===== src/rtl/move_pulse_gen.sv =====
// move_pulse_gen
//   Converts four raw, asynchronous direction keys into registered,
//   mutually exclusive one-cycle move strobes for the position counter.
//   A press gives one strobe. A held key auto-repeats: the first repeat
//   comes HOLD_DELAY cycles after the press strobe, and later repeats
//   come every REPEAT_PERIOD cycles after that.
//   Simultaneous keys resolve by L > R > U > D priority.
//
// Ports
//   clock                      system clock, rising edge
//   RST                        asynchronous reset, active low
//   enable                     synchronous gate; 0 returns the block to idle
//   key_l, key_r, key_u, key_d raw key levels, 1 = pressed
//   L, R, U, D                 registered move strobes, at most one high
//   busy                       registered; 1 while a direction is latched
module move_pulse_gen #(
    parameter int unsigned HOLD_DELAY    = 8,
    parameter int unsigned REPEAT_PERIOD = 4
) (
    input  logic clock,
    input  logic RST,
    input  logic enable,
    input  logic key_l,
    input  logic key_r,
    input  logic key_u,
    input  logic key_d,
    output logic L,
    output logic R,
    output logic U,
    output logic D,
    output logic busy
);

    localparam int unsigned CNT_MAX =
        ((HOLD_DELAY > REPEAT_PERIOD) ? HOLD_DELAY : REPEAT_PERIOD) - 1;
    localparam int unsigned CW = (CNT_MAX < 2) ? 1 : $clog2(CNT_MAX + 1);
    localparam logic [CW-1:0] HOLD_LAST = CW'(HOLD_DELAY - 1);
    localparam logic [CW-1:0] REP_LAST  = CW'(REPEAT_PERIOD - 1);

    typedef enum logic [1:0] {
        ST_IDLE,
        ST_HOLD,
        ST_REPEAT
    } state_t;

    // Key vectors and the direction code share one bit order: 0=L 1=R 2=U 3=D
    logic [3:0]    s1_q, s2_q;
    state_t        state_q, state_d;
    logic [1:0]    dir_q, dir_d;
    logic [CW-1:0] cnt_q, cnt_d;
    logic [3:0]    strb_q, strb_d;
    logic          busy_q;
    logic [1:0]    pick;
    logic          dir_held;

    always_ff @(posedge clock or negedge RST) begin
        if (!RST) begin
            s1_q    <= '0;
            s2_q    <= '0;
            state_q <= ST_IDLE;
            dir_q   <= '0;
            cnt_q   <= '0;
            strb_q  <= '0;
            busy_q  <= 1'b0;
        end else begin
            s1_q    <= {key_d, key_u, key_r, key_l};
            s2_q    <= s1_q;
            state_q <= state_d;
            dir_q   <= dir_d;
            cnt_q   <= cnt_d;
            strb_q  <= strb_d;
            // Registered copy of "state is HOLD or REPEAT"
            busy_q  <= (state_d != ST_IDLE);
        end
    end

    // Highest-priority synchronized key
    always_comb begin
        pick = 2'd0;
        if (s2_q[0]) begin
            pick = 2'd0;
        end else if (s2_q[1]) begin
            pick = 2'd1;
        end else if (s2_q[2]) begin
            pick = 2'd2;
        end else if (s2_q[3]) begin
            pick = 2'd3;
        end
    end

    assign dir_held = s2_q[dir_q];

    always_comb begin
        state_d = state_q;
        dir_d   = dir_q;
        cnt_d   = cnt_q;
        strb_d  = '0;
        if (!enable) begin
            state_d = ST_IDLE;
            cnt_d   = '0;
        end else begin
            case (state_q)
                ST_IDLE: begin
                    if (|s2_q) begin
                        dir_d        = pick;
                        strb_d[pick] = 1'b1;
                        cnt_d        = '0;
                        state_d      = ST_HOLD;
                    end
                end
                ST_HOLD: begin
                    if (!dir_held) begin
                        state_d = ST_IDLE;
                        cnt_d   = '0;
                    end else if (cnt_q == HOLD_LAST) begin
                        strb_d[dir_q] = 1'b1;
                        cnt_d         = '0;
                        state_d       = ST_REPEAT;
                    end else begin
                        cnt_d = cnt_q + 1'b1;
                    end
                end
                ST_REPEAT: begin
                    if (!dir_held) begin
                        state_d = ST_IDLE;
                        cnt_d   = '0;
                    end else if (cnt_q == REP_LAST) begin
                        strb_d[dir_q] = 1'b1;
                        cnt_d         = '0;
                    end else begin
                        cnt_d = cnt_q + 1'b1;
                    end
                end
                default: begin
                    state_d = ST_IDLE;
                    cnt_d   = '0;
                end
            endcase
        end
    end

    assign L    = strb_q[0];
    assign R    = strb_q[1];
    assign U    = strb_q[2];
    assign D    = strb_q[3];
    assign busy = busy_q;

endmodule


===== config.mk =====
export PLATFORM = sky130hd
export DESIGN_NAME = move_pulse_gen
export DESIGN_NICKNAME = d
export VERILOG_FILES = /design/src/rtl/move_pulse_gen.sv
export SDC_FILE = /design/constraint.sdc
export NUM_CORES = 1
export LEC_CHECK = 0
export BUFFER_PORTS_ARGS = -buffer_cell sky130_fd_sc_hd__buf_2
export CAP_MARGIN = 40
export CORE_MARGIN = 4
export CORE_UTILIZATION = 53
export CTS_BUF_LIST = sky130_fd_sc_hd__clkbuf_8
export DETAILED_ROUTE_END_ITERATION = 6
export PLACE_DENSITY = 0.78
export SYNTH_ARGS = -nofsm -noshare
export SYNTH_HDL_FRONTEND = slang
export SYNTH_SLANG_ARGS = --single-unit

===== constraint.sdc =====
create_clock -name clock -period 1.7 [get_ports clock]
set_input_delay 0.085 -clock clock [delete_from_list [all_inputs] [get_ports clock]]
set_output_delay 0.085 -clock clock [all_outputs]
set_load 0.05 [all_outputs]

* After elaboration in Yosys (flattened, before gate mapping)
Cells that the tools add are included.
** Word-level totals
- Word-level logic and storage cells :: 53
- Bits of input ports :: 7
- Output and inout bits :: 5
- Flip-flop bits (word level) :: 20
** Operators by class
- Magnitude comparators :: 4
- Muxes and demuxes :: 30
- Reductions and logical operators :: 6
- Equality and inequality tests :: 5
- Add/sub/neg operators :: 1
** Operator list (number)
- two-way mux 4 bit :: 6
- two-way mux 2 bit :: 9
- two-way mux 3 bit :: 6
- one-hot mux 4 bit (3 select lines) :: 1
- one-hot mux 3 bit (3 select lines) :: 1
- < comparator 2 x 3 -> 1 bit, second input constant :: 2
- one-hot mux 2 bit (3 select lines) :: 1
- demux 1 bit (select 2 bit) :: 2
- >= comparator 2 x 1 -> 1 bit, second input constant :: 2
- OR reduction 4 bit :: 1
- adder 3 x 1 -> 3 bit, second input constant :: 1
- equality test 3 x 2 -> 1 bit, second input constant :: 1
- equality test 3 bit, second input constant :: 1
- two-way mux 1 bit :: 3
- != test 3 bit, second input constant :: 1
- AND reduction 3 bit :: 1
- binary-select mux 1 bit (select 2 bit) :: 1
- equality test 2 x 1 -> 1 bit, second input constant :: 1
- equality test 2 bit, second input constant :: 1
- logical AND 1 bit :: 2
- zero test 2 bit :: 1
- nonzero test 2 bit :: 1

* Logic depth before layout (Yosys ltp)
- Word-level depth :: 11
- Mapped depth :: 6
- Mapped depth without buffers :: 6

* Worst setup path after synthesis
No wires, ideal clock.
- Kind :: register to register
- Start point :: reg state_q[1]
- End point :: reg strb_q[2]
- Stages on the path, launching flop included :: 6
- Buffers on the path :: 0
- Arrival :: 1.348 ns
- Clock period less this slack :: 1.425 ns
- Data required time :: 1.623 ns
- Setup time :: 0.077 ns
- Slack :: 0.275 ns
- Path through :: dfrtp_1 -> inv_1 -> ha_1 -> a22oi_1 -> or3b_1 -> a21oi_1
** Between the ends
- Cells in the longest elaborated chain, start to end :: 3
- Elaborated cells on any way between the ends :: 5
- Classes of those cells :: 2 x eq/ne; 2 x mux; 1 x reduce/logical
** Ends and longest elaborated chain
- start: declaration :: line 48 : state_t state_q, state_d;
- start signal: assignment :: line 68 : state_q <= state_d;
- equality test 2 bit, or another cell as far along :: line 102 : case (state_q)
- one-hot mux 4 bit (3 select lines) * :: line 102
- two-way mux 4 bit * :: line 98 : if (!enable) begin
- via strb_d[2] :: line 51 : logic [3:0] strb_q, strb_d;
- end signal: assignment :: line 71 : strb_q <= strb_d;
- end: declaration :: line 51
The timed path passes the listed nets; every way through them passes the cells marked *.
A chain may end at the register's enable or synchronous reset.

* Worst setup path in the final report
Same ends and word-level chain as after synthesis.

==> reports/results.tsv <==
metric	value	unit
intPower	0.0008761	W
postSynthAreaPerCell	11.22	sq um
initialDrtViolationCount	14	
synth-simple-area-share	13.41	%
synth_async_sr_flop_share	100.0	%
cts.clk_slew.worst_paths	0.07	ns
dieArea	2642	sq um
fin_crit	1.579	ns
synth_area_leaders	dfrtp_1 50%, ha_1 11%, inv_1 2.6%	
post_drt_wl_per_cell	14.10	um
synth_compound_area_share	18.55	%
critPathRequiredTime	1.87	ns
rsz0062_at_grt	false	
cp_num_buf_inv	1	
worstHoldStart	enable	
synthAdderAreaFrac	11.28	%
htreeDepth	1	
num_vias	747	
p_leak	0.5683	nW
hold_depth	2	
gr-total-overflow	0	
worst_setup_path_start_kind	register	
nFillCells	145	
post_drt_via_cell_ratio	5.533	
critPathKind	reg -> reg	
drt_first_pass_iters	4	
switching_power	0.0002582	W
cts_sinks	20	
yosys.cell_types.count	32	
hold_end	cnt_q[2]	
holdCritPathClass	in -> reg	
end_kind	register	
cts_setup_buffers	0	
synth_nets	105	
layout.area.seq	501.7	sq um
ys_seq_elements	20	
drt_wl_total	1903	um
rr_worst_depth	5	
io_pins	12	
grt_start_max_net_pins	21	
finClkSkew	0.005326	ns
synth_edf_count	0	
synth_most_common_cell	dfrtp_1	
die_h	51.41	um
multiInputGateArea	466.7	sq um
swShare	22.76	%
synth_common_cells	20 x dfrtp_1, 9 x ha_1, 7 x inv_1, 5 x a21oi_1, 5 x nand2_1	
r2r_end	strb_q[2]	
nets	127	
coreArea	1764	sq um
setup_viol	0	
drv_slew	0	
yosys_warnings	0	
drv_cap	0	
whs	0.1510	ns
worstPathArrival	1.75	ns
ys_seq_area_share	50.13	%
syn-cell-area	998.5	sq um
tritoncts	built	
die_w	51.41	um
crit_family	flip-flops	
fmax	633.5	MHz
rows	15	
start_util	56.60	%
critPathMaxFanout	8	
cpPeakStageDelay	0.46	ns
cts.path.max_buffers	2	
rrSetupSlack	0.12	ns
synth_area_leader_cell	dfrtp_1	
seqPwrFrac	46.7	%
total_power	0.001134	W
critPathSlowestCell	dfrtp_2	
postSynthCellCount	89	
grt_pass1_vias	737	
yosys-mux-area-fraction	3.258	%
hold_viol	0	
finalCritPeriodShare	92.85	%
synthFlopType	dfrtp_1	
final_antenna_net_count	0	
areaGrowthSynthToFinish	22.31	%
slew_headroom	72.60	%
p_per_area	928.9	nW/um^2
power_frac_clock	40.4	%
synth_top_family_by_area	compound AO/OA/AOI/OAI gates	
place_congestion	0.8023	
grt_usage	17.63	%
cts_root_buffer	clkbuf_8	
grt_pass1_wl	3339	um
tns	0	ns
cts_made_buffers	3	
dp_hpwl	1401	um
antenna_found_initial	0	
antenna_cells	0	
insertion_delay	0.26	ns
worst_pin_slew	0.4109	ns
synth-xor-area-share	0	%
numPortBuffers	11	
path_cells	inv_1, ha_2, a22oi_1, or3b_1, a21oi_1	
drc	0	
status	completed	
regToRegStartpoint	state_q[1]	
ir_drop	0.9163	mV
layout-drive-gt1-share	20.91	%
power_frac_comb	13.0	%
synth_top_cell_area_share	50.13	%
[worst register-to-register path, delay by kind of cell, from the launching register on]
family / cells / cell delay (ns)
buffers and inverters: 1 / 0.12
flip-flops: 1 / 0.46
AO/OA/AOI/OAI: 2 / 0.31
AND/OR/NAND/NOR: 1 / 0.37
adder cells (fa/ha/maj): 1 / 0.24
[per-stage QoR]
stage | std cells | utilization, % | instance area, sq um | setup WS (ns)
after detailed placement | 126 | 62.13 | 1096 | 0.06046
final | 135 | 69.22 | 1221 | 0.1215
after global placement | 126 | 62.13 | 1096 | 0.1036
after global routing | 135 | 69.22 | 1221 | 0.02350
after CTS | 135 | 69.01 | 1217 | 0.04068
after floorplan | 89 | - | 998.5 | 0.2748
[cell families after synthesis]
group,after synthesis
flip-flops,20
adder cells (fa/ha/maj),9
AO/OA/AOI/OAI,25
buffers and inverters,9
multiplexers,2
AND/OR/NAND/NOR,24
[power by group through the flow]
| stage | Sequential, W | Clock, W | Combinational (W) |
|---|---|---|---|
| after floorplan | 0.000550 | 0 | 0.0000781 |
| after global placement | 0.000536 | 0 | 0.000135 |
| after detailed placement | 0.000538 | 0 | 0.000138 |
| after CTS | 0.000529 | 0.000469 | 0.000147 |
| after global routing | 0.000534 | 0.000494 | 0.000161 |
| final | 0.000529 | 0.000458 | 0.000147 |
[worst max-delay path by stage]
stage	depth (start not counted)	endpoint	slack [ns]	startpoint
after floorplan	5	strb_q[2]	0.27	state_q[1]
after global placement	5	strb_q[2]	0.10	state_q[1]
after detailed placement	5	strb_q[2]	0.06	state_q[1]
after CTS	5	strb_q[2]	0.04	state_q[1]
after global routing	5	strb_q[1]	0.02	cnt_q[0]
final	5	strb_q[2]	0.12	state_q[1]
[final cells by class]
class	instances	share of cell area (%)
Tap cell	25	2.561
Clock buffer	3	3.381
Multi-Input combinational cell	60	38.22
Sequential cell	20	41.09
Clock inverter	1	2.459
Timing Repair Buffer	18	9.836
Inverter	8	2.459
[registers in the layout, summed over array words and instances, names as in the netlist]
name     cells
busy         1
s1_q         4
cnt_q        3
strb_q       4
dir_q        2
state_q      2
s2_q         4
[layer usage]
metal  GRT usage (%)  routed length (um)  vias to the layer above
met3           6.122                 113                        5
met1           20.71                 813                      354
met2           29.03                 946                       20
li1                -                   -                      368
met4           7.424                  29                        0
met5               0                   0                        -
[cell usage in the layout, fill, tap and decap left out, drive strengths merged]
master,instances
or4,1
nor2b,3
o21ai,2
o21a,2
o31ai,3
and3,2
nand2b,1
dlygate4sd3,5
o22a,1
clkbuf,3
a31oi,1
buf,13
nor2,4
nand3,1
nand3b,3
o32ai,2
o2111ai,2
ha,9
mux4,1
dfrtp,20
and2,1
a22oi,1
bufinv,1
or3b,1
mux2i,1
o211ai,2
a21boi,2
inv,8
a21oi,5
nand2,5
o31a,1
nand4,2
a21o,1
[repair_timing]
action / in CTS / in global routing
hold endpoints to repair: 24 / 0
hold buffers: 5 / 0
gates resized for setup: 0 / 2
setup endpoints to repair: 0 / 3
Power figures use the tool's default switching activity.
